===== src/rtl/i2s_pkg.sv =====
// Shared I2S definitions: default widths, channel select encoding and the stereo pair type.
package i2s_pkg;
    localparam int AUDIO_DW_DEF  = 16;
    localparam int SLOT_BITS_DEF = 32;

    localparam logic LR_LEFT  = 1'b0;
    localparam logic LR_RIGHT = 1'b1;

    typedef struct packed {
        logic [AUDIO_DW_DEF-1:0] l;
        logic [AUDIO_DW_DEF-1:0] r;
    } i2s_pair_t;
endpackage


===== src/rtl/i2s_rx_if.sv =====
// Stereo sample stream from the I2S receiver to the recording path (valid/ready).
interface i2s_rx_if
    import i2s_pkg::*;
#(
    parameter int AUDIO_DW = AUDIO_DW_DEF
);
    logic [AUDIO_DW-1:0] out_l;
    logic [AUDIO_DW-1:0] out_r;
    logic                out_valid;
    logic                out_ready;

    modport master (output out_l, output out_r, output out_valid, input out_ready);
    modport slave  (input out_l, input out_r, input out_valid, output out_ready);
endinterface


===== src/rtl/i2s_rx_fifo.sv =====
// Show-ahead FIFO for stereo pairs; rdata is the head entry whenever not empty.
module i2s_rx_fifo #(
    parameter  int WIDTH = 32,
    parameter  int DEPTH = 4,
    localparam int AW    = $clog2(DEPTH),
    localparam int LW    = $clog2(DEPTH + 1)
) (
    input  logic             clk,
    input  logic             reset,
    input  logic             push,
    input  logic             pop,
    input  logic [WIDTH-1:0] wdata,
    output logic [WIDTH-1:0] rdata,
    output logic             full,
    output logic             empty,
    output logic [LW-1:0]    level
);
    logic [WIDTH-1:0] mem [DEPTH];
    logic [AW-1:0]    wr_ptr, rd_ptr;
    logic [LW-1:0]    cnt;
    logic             do_push, do_pop;

    assign full    = (cnt == LW'(DEPTH));
    assign empty   = (cnt == '0);
    assign level   = cnt;
    assign rdata   = mem[rd_ptr];
    assign do_pop  = pop & ~empty;
    // A full FIFO still accepts a write when the head leaves in the same cycle.
    assign do_push = push & (~full | do_pop);

    always_ff @(posedge clk) begin
        if (do_push) mem[wr_ptr] <= wdata;
    end

    always_ff @(posedge clk or posedge reset) begin
        if (reset) begin
            wr_ptr <= '0;
            rd_ptr <= '0;
            cnt    <= '0;
        end else begin
            if (do_push) wr_ptr <= wr_ptr + 1'b1;
            if (do_pop)  rd_ptr <= rd_ptr + 1'b1;
            case ({do_push, do_pop})
                2'b10:   cnt <= cnt + 1'b1;
                2'b01:   cnt <= cnt - 1'b1;
                default: ;
            endcase
        end
    end
endmodule


===== src/rtl/i2s_rx.sv =====
// I2S slave receiver: oversamples sclk/lrclk/sdata on clk, deserialises stereo pairs
// and queues them for the recording path.
module i2s_rx
    import i2s_pkg::*;
#(
    parameter  int AUDIO_DW   = AUDIO_DW_DEF,
    parameter  int SLOT_BITS  = SLOT_BITS_DEF,
    parameter  int FIFO_DEPTH = 4,
    parameter  int SYNC_IN    = 1,
    localparam int LW         = $clog2(FIFO_DEPTH + 1)
) (
    input  logic          clk,
    input  logic          reset,
    input  logic          sclk,
    input  logic          lrclk,
    input  logic          sdata,
    i2s_rx_if.master      rx,
    output logic [LW-1:0] fifo_level,
    output logic          overflow,
    output logic          frame_err,
    input  logic          clr_status
);
    localparam int             CW     = $clog2(SLOT_BITS + 1);
    localparam logic [CW-1:0]  DW_C   = CW'(AUDIO_DW);
    localparam logic [CW-1:0]  SLOT_C = CW'(SLOT_BITS);

    logic [2:0] raw, syn;
    logic       sclk_s, lr_s, sd_s;

    assign raw = {sclk, lrclk, sdata};

    generate
        if (SYNC_IN != 0) begin : g_sync
            logic [2:0] s1, s2;
            always_ff @(posedge clk or posedge reset) begin
                if (reset) begin
                    s1 <= '0;
                    s2 <= '0;
                end else begin
                    s1 <= raw;
                    s2 <= s1;
                end
            end
            assign syn = s2;
        end else begin : g_nosync
            assign syn = raw;
        end
    endgenerate

    assign {sclk_s, lr_s, sd_s} = syn;

    logic                  sclk_d, lr_prev, aligned, chan, left_ok;
    logic [CW-1:0]         bit_cnt;
    logic [AUDIO_DW-2:0]   shreg;
    logic [AUDIO_DW-1:0]   word, left_hold;
    logic [2*AUDIO_DW-1:0] pair_q, head;
    logic [1:0]            vld_pipe;
    logic                  rise, boundary, capture, word_done, short_err, pair_done;
    logic                  push, pop, full, empty, ovf_set;

    assign rise      = sclk_s & ~sclk_d;
    assign word      = {shreg, sd_s};
    assign boundary  = rise & (lr_s != lr_prev);
    assign capture   = rise & ~boundary & aligned & (bit_cnt < DW_C);
    assign word_done = capture & (bit_cnt == DW_C - 1'b1);
    assign short_err = boundary & aligned & (bit_cnt < DW_C);
    assign pair_done = word_done & (chan == LR_RIGHT) & left_ok;

    // Two-stage pipe on the completed pair keeps push latency at 2*SYNC_IN+2.
    assign push    = vld_pipe[1];
    assign pop     = rx.out_valid & rx.out_ready;
    assign ovf_set = push & full & ~pop;

    always_ff @(posedge clk or posedge reset) begin
        if (reset) begin
            sclk_d    <= 1'b0;
            lr_prev   <= 1'b0;
            aligned   <= 1'b0;
            chan      <= LR_LEFT;
            left_ok   <= 1'b0;
            bit_cnt   <= '0;
            shreg     <= '0;
            left_hold <= '0;
            pair_q    <= '0;
            vld_pipe  <= '0;
            frame_err <= 1'b0;
            overflow  <= 1'b0;
        end else begin
            sclk_d   <= sclk_s;
            vld_pipe <= {vld_pipe[0], pair_done};
            if (rise) lr_prev <= lr_s;

            // The bit sampled at a slot boundary belongs to the old slot and is dropped.
            if (boundary) begin
                bit_cnt <= '0;
                chan    <= lr_s;
                aligned <= 1'b1;
                if (short_err) left_ok <= 1'b0;
            end else if (capture) begin
                shreg   <= word[AUDIO_DW-2:0];
                bit_cnt <= bit_cnt + 1'b1;
                if (word_done) begin
                    if (chan == LR_LEFT) begin
                        left_hold <= word;
                        left_ok   <= 1'b1;
                    end else begin
                        if (left_ok) pair_q <= {left_hold, word};
                        left_ok <= 1'b0;
                    end
                end
            end else if (rise && bit_cnt != SLOT_C) begin
                bit_cnt <= bit_cnt + 1'b1;
            end

            if (short_err)       frame_err <= 1'b1;
            else if (clr_status) frame_err <= 1'b0;

            if (ovf_set)         overflow <= 1'b1;
            else if (clr_status) overflow <= 1'b0;
        end
    end

    i2s_rx_fifo #(.WIDTH(2*AUDIO_DW), .DEPTH(FIFO_DEPTH)) u_fifo (
        .clk   (clk),
        .reset (reset),
        .push  (push),
        .pop   (pop),
        .wdata (pair_q),
        .rdata (head),
        .full  (full),
        .empty (empty),
        .level (fifo_level)
    );

    // Storage is not reset, so the head is masked while nothing is queued.
    assign rx.out_valid = ~empty;
    assign rx.out_l     = empty ? '0 : head[2*AUDIO_DW-1:AUDIO_DW];
    assign rx.out_r     = empty ? '0 : head[AUDIO_DW-1:0];
endmodule


===== src/flat_wrapper.sv =====
// flat-port wrapper written by rule: the top's interface ports become plain ports
module i2s_rx_flat import i2s_pkg::*;
#(
    parameter  int AUDIO_DW   = AUDIO_DW_DEF,
    parameter  int SLOT_BITS  = SLOT_BITS_DEF,
    parameter  int FIFO_DEPTH = 4,
    parameter  int SYNC_IN    = 1,
    localparam int LW         = $clog2(FIFO_DEPTH + 1)
)
  (clk, reset, sclk, lrclk, sdata, fifo_level, overflow, frame_err, clr_status, rx_out_l, rx_out_r, rx_out_valid, rx_out_ready);
  i2s_rx_if #(.AUDIO_DW(AUDIO_DW)) rx_i ();
  input  logic clk;
  input  logic reset;
  input  logic sclk;
  input  logic lrclk;
  input  logic sdata;
  output logic [LW-1:0] fifo_level;
  output logic overflow;
  output logic frame_err;
  input  logic clr_status;
  output wire logic [$bits(rx_i.out_l)-1:0] rx_out_l;
  output wire logic [$bits(rx_i.out_r)-1:0] rx_out_r;
  output wire logic [$bits(rx_i.out_valid)-1:0] rx_out_valid;
  input wire logic [$bits(rx_i.out_ready)-1:0] rx_out_ready;
  assign rx_out_l = rx_i.out_l;
  assign rx_out_r = rx_i.out_r;
  assign rx_out_valid = rx_i.out_valid;
  assign rx_i.out_ready = rx_out_ready;
  i2s_rx #(.AUDIO_DW(AUDIO_DW), .SLOT_BITS(SLOT_BITS), .FIFO_DEPTH(FIFO_DEPTH), .SYNC_IN(SYNC_IN)) u_core (.clk(clk), .reset(reset), .sclk(sclk), .lrclk(lrclk), .sdata(sdata), .rx(rx_i), .fifo_level(fifo_level), .overflow(overflow), .frame_err(frame_err), .clr_status(clr_status));
endmodule

===== config.mk =====
export PLATFORM = sky130hd
export DESIGN_NAME = i2s_rx_flat
export DESIGN_NICKNAME = d
export VERILOG_FILES = /design/src/rtl/i2s_pkg.sv /design/src/rtl/i2s_rx_if.sv /design/src/rtl/i2s_rx_fifo.sv /design/src/rtl/i2s_rx.sv /design/src/flat_wrapper.sv
export SDC_FILE = /design/constraint.sdc
export NUM_CORES = 1
export LEC_CHECK = 0
export CORE_ASPECT_RATIO = 0.75
export CORE_UTILIZATION = 61
export DETAILED_ROUTE_END_ITERATION = 16
export PLACE_DENSITY = 0.82
export SLEW_MARGIN = 20
export SYNTH_ARGS = -nofsm -noshare
export SYNTH_HDL_FRONTEND = slang
export SYNTH_SLANG_ARGS = --single-unit

===== constraint.sdc =====
create_clock -name clk -period 4.62 [get_ports clk]
set_input_delay 0.462 -clock clk [delete_from_list [all_inputs] [get_ports clk]]
set_output_delay 0.462 -clock clk [all_outputs]
set_load 0.005 [all_outputs]

==> results of run 1 <==
critical path: stages, from the launching register on:
cell and delay [ns]:
dfrtp_2 0.81, buf_4 0.43, mux4_2 0.55, and2_1 0.17
clkdlybuf4s50_1 0.44
final timing paths:
path | startpoint | cells past startpoint | to
min in group asynchronous | reset | 2 | u_core.shreg[4]$_DFFE_PP0P_
setup / recovery | u_core.u_fifo.rd_ptr[0]$_DFFE_PP0N_ | 4 | rx_out_l[15]
setup reg to reg | u_core.u_fifo.level[0]$_DFFE_PP0P_ | 7 | u_core.u_fifo.level[2]$_DFFE_PP0P_
hold / removal | u_core.g_sync.s1[2]$_DFF_PP0_ | 0 | u_core.g_sync.s2[2]$_DFF_PP0_
max in group asynchronous | reset | 3 | u_core.left_hold[4]$_DFFE_PP0P_
hold reg to reg | u_core.g_sync.s1[2]$_DFF_PP0_ | 0 | u_core.g_sync.s2[2]$_DFF_PP0_
power groups by stage:
stage | clock (mW) | sequential, mW | combinational (mW)
3_3_place_gp | 0 | 2.34 | 0.935
3_5_place_dp | 0 | 2.35 | 0.959
2_1_floorplan | 0 | 2.20 | 0.638
5_1_grt | 1.73 | 2.33 | 1.03
6_report | 1.62 | 2.31 | 0.948
4_1_cts | 1.65 | 2.31 | 0.966
final cells by class:
type                    instances  area (sq um)
clock buffers                  31           623
fillers                       821          3850
well taps                     175           219
multi-input cells             218          2500
repair buffers                 50           485
flip-flops and latches        219          6120
clock inverters                 7          38.8
inverters                      11          43.8
sequential cells by signal, summed over array words and instances, names as in the netlist:
name and count:
u_core.chan 1, u_core.g_sync.s1 3, u_core.u_fifo.wr_ptr 2, u_core.u_fifo.mem 128, u_core.aligned 1, u_core.vld_pipe 2
u_core.u_fifo.rd_ptr 2, u_core.g_sync.s2 3, u_core.lr_prev 1, u_core.bit_cnt 6, u_core.pair_q 32, u_core.left_ok 1
u_core.left_hold 16, u_core.shreg 15, u_core.overflow 1, u_core.frame_err 1, u_core.sclk_d 1, u_core.u_fifo.level 3
cell usage after synthesis (6+ instances only):
cell type and n:
inv_1 11, nand2_1 9, mux2_4 40, dfrtp_1 91
mux4_2 32, edfxtp_1 128, mux2_2 25, clkbuf_1 12
and2_1 36, o21ai_0 6, nand3_1 7, ha_1 6
metal layers:
layer	GRT usage, %	part of all wire [%]
met2	36.8	50
met4	6.52	2.0
met1	30.9	43
met5	0	0
met3	3.47	5.0
cells by family after synthesis:
logic type / after synthesis
xor gates and xnor gates: 7
adders and majority gates: 7
AOI/OAI and AO/OA: 26
DFF: 219
muxes: 97
buffers and inverters: 33
and+or+nand+nor: 81
metrics by stage:
stage | area (sq um) | hold slack (ns) | power, mW | setup slack [ns]
after floorplan | 8790 | 0.331 | 2.84 | 1.79
after global placement | 9370 | 0.335 | 3.27 | 1.41
after detailed placement | 9370 | 0.339 | 3.31 | 1.20
after CTS | 10000 | 0.358 | 4.93 | 1.16
after global routing | 10000 | 0.361 | 5.08 | 1.05
final | 10000 | 0.357 | 4.88 | 1.25
==> results.txt, run 1 <==
Proportion of synthesized area in mux cells = 18.2%
Critical Path AT = 2.90 ns
Post-CTS setup buffer count = 0
FP Rows = 37
Post-synth EDFFs = 128
Startpoint types = flop
Slew headroom = 38.0%
CP Data Required Time = 4.16 ns
Power Density = 486 mW/mm^2
First-pass GRT wire length = 24700 um
Clk_skew = 0.0177 ns
Post-synthesis sequential area ratio = 69.6%
Final nets = 535
Commonest non-fill, non-tap cell in the layout = edfxtp_1
Fin crit share = 72.9%
Most frequent cells in the layout = edfxtp_1, dfrtp_1, clkdlybuf4s50_1
Comb pwr share = 19.4%
Lkg Pwr = 4.00 nW
Post-synth top flop = edfxtp_1
Gate Count Post-Synth = 470
IO Pins = 45
Crit path max fanout = 20
Reg2reg setup slack = 1.60 ns
Clock latency on the worst-skew pair = 0.50 ns
Final Hold Fails = 0
Post-synth ARST share = 41.6%
Remaining routing DRC violations = 0
Number of global-route vias before repair = 4463
Max Cap Viol = 0
Slew of the pin with the lowest slew margin = 0.928 ns
Clk slew on worst S/H paths = 0.06 ns
CORE AREA = 0.0139 sq mm
Outcome = finished clean
Hold WC Path Type = reg -> reg
Clk pwr share = 33.3%
Setup violators final = 0
P&R area growth vs syn = 14.2%
CTS Buffer Depth = 3
Total GRT Usage = 22.2%
Maximum VDD drop = 0.000279 V
Top cell type's share of synthesized area = 43.7%
CTS tree = done
Worst Setup End Kind = output port
Psw = 1.22 mW
Starting Density = 63.3%
Count of final max-slew check failures = 0
Sequential Power Share = 47.3%
Fmax achieved = 0.297 GHz
Cell internal pwr = 3.66 mW
Placed cell count = 673
Synth Net Count = 484
Iter 0 DRT Violations = 289
I/O Buffers = 44
DRT antenna net count = 0
Synth Cell Area = 0.00879 sq mm
Avg Cell Area, Syn = 18.7 sq um
Total Die Area = 0.0149 sq mm
Main combinational cell family by area after synthesis = multiplexers
Total grt overflow = 0
Die width = 141 um
Largest net degree at the start of global routing = 55
Initial antenna violation count = 0
Synth Area in Simple Gates = 6.18%
Share of layout cells above drive strength 1 = 27.8%
Top cells by area, synth = edfxtp_1, dfrtp_1, mux4_2
Crit Path Class = reg -> out
TNS Setup = 0 ns
XOR/XNOR Fraction of Synth Area = 0.911%
H-tree levels = 1
Synth Area in Compound Gates = 2.05%
Fin util = 72.3%
Post-CTS Resized = 0
Synthesis Warnings = 0
DP HPWL = 8720 um
Post-synth cell types = 44
CTS Hold Bufs = 0
DR pass1 iterations = 5
Unrepaired setup endpoints after global routing = false
Switching share of power = 25.0%
Routed wire length = 15200 um
Routed via count = 4233
Die Ht = 106 um
Vias/cell = 5.95
TritonCTS Buffers = 21
Ant diodes = 0
#FFs+latches synth = 219
Clock sink total = 219
Time the worst path needs with I/O delays and setup = 3.37 ns
Adder-cell share of the synthesized area = 1.08%
Wire length per cell = 21.4 um
Post-Layout Cell Count = 711
Dominant cell type by area after synthesis = edfxtp_1
Global placer's final weighted congestion = 0.781
Clk root buf = clkbuf_16
Power figures use the tool's default switching activity.
==> inputs of run 2 (changes only) <==
--- a/config.mk
+++ b/config.mk
@@ -6,9 +6,9 @@
 export NUM_CORES = 1
 export LEC_CHECK = 0
 export CORE_ASPECT_RATIO = 0.75
-export CORE_UTILIZATION = 61
+export CORE_UTILIZATION = 54
 export DETAILED_ROUTE_END_ITERATION = 16
-export PLACE_DENSITY = 0.82
+export PLACE_DENSITY = 0.77
 export SLEW_MARGIN = 20
 export SYNTH_ARGS = -nofsm -noshare
 export SYNTH_HDL_FRONTEND = slang
==> constraint.sdc (replaced) <==
create_clock -name clk -period 3 [get_ports clk]
set_input_delay 0.3 -clock clk [delete_from_list [all_inputs] [get_ports clk]]
set_output_delay 0.3 -clock clk [all_outputs]
set_load 0.005 [all_outputs]
==> results.txt, run 2 (synthesized netlist as in run 1, its figures left out) <==
DP HPWL = 8610 um (-1.3%)
Maximum VDD drop = 0.000525 V (+88%)
Commonest non-fill, non-tap cell in the layout = edfxtp_1
Starting Density = 56.5% (-6.8 points)
Clock sink total = 219 (unchanged)
Number of global-route vias before repair = 4554 (+2.0%)
CP Data Required Time = 2.70 ns (-1.46 ns)
Iter 0 DRT Violations = 214 (-26%)
CP cell instances = buf_4, mux4_2, and2_1, clkdlybuf4s50_1
TNS Setup = 0 ns (unchanged)
Fin crit share = 90.2%
Post-Layout Cell Count = 745 (+4.8%)
Crit Path Class = reg -> out
DRT antenna net count = 0 (unchanged)
Clock latency on the worst-skew pair = 0.49 ns (about the same)
Critical Path Slowest Stage Cell = mux4_2
Outcome = finished clean
Routed wire length = 15100 um (-0.68%)
Post-CTS setup buffer count = 0 (unchanged)
Post-DP Area = 0.00949 sq mm (+1.3%)
Setup violators final = 0 (unchanged)
First-pass GRT wire length = 24800 um (+0.36%)
Total Die Area = 0.0168 sq mm (+13%)
Critical Path AT = 2.41 ns (-0.49 ns)
Share of layout cells above drive strength 1 = 27.8% (about the same)
# fillers = 1030 (+25%)
Die Ht = 112 um (+6.2%)
Placed cell count = 709 (+5.3%)
CTS Hold Bufs = 0 (unchanged)
Initial antenna violation count = 0 (unchanged)
Clk slew on worst S/H paths = 0.07 ns (about the same)
Final nets = 540 (+0.93%)
Ant diodes = 0 (unchanged)
Final Hold Fails = 0 (unchanged)
Post-route setup slack = 0.293 ns (-0.961 ns)
FP Rows = 39 (+5.4%)
Vias/cell = 5.70 (-4.3%)
Startpoint types = flop
TritonCTS Buffers = 20 (-4.8%)
Total grt overflow = 0 (unchanged)
Most frequent cells in the layout = edfxtp_1, dfrtp_1, clkdlybuf4s50_1
Post-CTS Resized = 0 (unchanged)
Lkg Pwr = 4.17 nW (+4.3%)
Slew headroom = 38.5% (+0.46 points)
IO Pins = 45 (unchanged)
Max FFs per register = 128 (unchanged)
Fmax achieved = 0.369 GHz
Wire length per cell = 20.2 um (-5.2%)
Biggest regs = u_core.u_fifo.mem: 128 flops, u_core.pair_q: 32 flops, u_core.left_hold: 16 flops
Max Cap Viol = 0 (unchanged)
Die width = 149 um (+6.2%)
Total GRT Usage = 19.3% (-2.8 points)
H-tree levels = 1 (unchanged)
Setup WS pre-CTS = 0.425 ns (-0.778 ns)
Global placer's final weighted congestion = 0.726 (-7.0%)
Fin util = 65.3% (-6.9 points)
Clk root buf = clkbuf_16
Power after layout = 7.38 mW (+51%)
Largest net degree at the start of global routing = 63 (+15%)
Power Density = 726 mW/mm^2 (+49%)
CTS tree = done
Count of final max-slew check failures = 0 (unchanged)
Clk_skew = 0.00912 ns (-0.00862 ns)
Hold WC Path Type = in -> async
Worst Setup End Kind = output port
I/O Buffers = 44 (unchanged)
Largest Register = u_core.u_fifo.mem
CTS Buffer Depth = 3 (unchanged)
Unrepaired setup endpoints after global routing = false
Design Area, Final = 0.0102 sq mm (+1.3%)
DR pass1 iterations = 4 (-1)
Delay of the slowest cell on the worst path = 0.58 ns (-0.23 ns)
Routed via count = 4244 (+0.26%)
P&R area growth vs syn = 15.7%
CORE AREA = 0.0156 sq mm (+12%)
WHS = 0.177 ns (-0.180 ns)
Slew of the pin with the lowest slew margin = 0.921 ns (-0.00686 ns)
Time the worst path needs with I/O delays and setup = 2.71 ns
Remaining routing DRC violations = 0 (unchanged)
Crit path max fanout = 17 (-15%)
## run 2: cell count changes in the layout (fill, tap and decap cells not counted), sizes merged
cell    delta
clkinv     -3
clkbuf     +1
buf        +6
bufinv     +2
inv        -2
## run 2: metal layers
layer  vias up  share of wire (%)  global-route usage, %
met5         -                  0                      0
met4         0                1.7                   4.35
met3        25                4.7                   3.13
met2       103                 50                   31.9
met1      2219                 43                   27.4
li1       1897                  -                      -
## run 2: layout make-up
type,count,area (sq um),area share (%)
Clock inverter,4,72.6,0.714
Clock buffer,32,607,5.97
Timing Repair Buffer,56,568,5.59
Inverter,11,42.5,0.418
Sequential cell,219,6120,60.2
Multi-Input combinational cell,218,2500,24.6
Tap cell,205,256,2.52
## run 2: where the power goes
group,switching [mW],internal (mW),total [mW]
sequential,0.121,3.26,3.38
combinational,0.649,0.776,1.42
clock,1.02,1.56,2.58
total,1.79,5.60,7.38
## run 2: path summary, 6_finish.rpt
| kind | startpoint | end | slack [ns] | depth (start not counted) |
|---|---|---|---|---|
| worst max register to register | u_core.u_fifo.level[0]$_DFFE_PP0P_ | u_core.u_fifo.level[2]$_DFFE_PP0P_ | 0.53 | 7 |
| min in group clk | lrclk | u_core.g_sync.s1[1]$_DFF_PP0_ | 0.25 | 1 |
| max in group asynchronous | reset | u_core.u_fifo.rd_ptr[0]$_DFFE_PP0N_ | 2.10 | 3 |
| worst min-delay path | reset | u_core.pair_q[8]$_DFFE_PP0P_ | 0.18 | 2 |
| worst max-delay path | u_core.u_fifo.rd_ptr[0]$_DFFE_PP0N_ | rx_out_r[6] | 0.29 | 4 |
| worst min register to register | u_core.g_sync.s1[2]$_DFF_PP0_ | u_core.g_sync.s2[2]$_DFF_PP0_ | 0.36 | 0 |
## run 2: worst max-delay path: cells and delay by family, from the launching register on
| kind | cells | cell delay, ns |
|---|---|---|
| buffers and inverters | 2 | 0.78 |
| DFF | 1 | 0.35 |
| and+or+nand+nor | 1 | 0.19 |
| muxes | 1 | 0.58 |
==> inputs of run 3 (changes only) <==
--- a/config.mk
+++ b/config.mk
@@ -5,6 +5,7 @@
 export SDC_FILE = /design/constraint.sdc
 export NUM_CORES = 1
 export LEC_CHECK = 0
+export CAP_MARGIN = 20
 export CORE_ASPECT_RATIO = 0.75
 export CORE_UTILIZATION = 54
 export DETAILED_ROUTE_END_ITERATION = 16
==> results of run 3 <==
Final layout, timing and power as in run 2 (identical DEF).
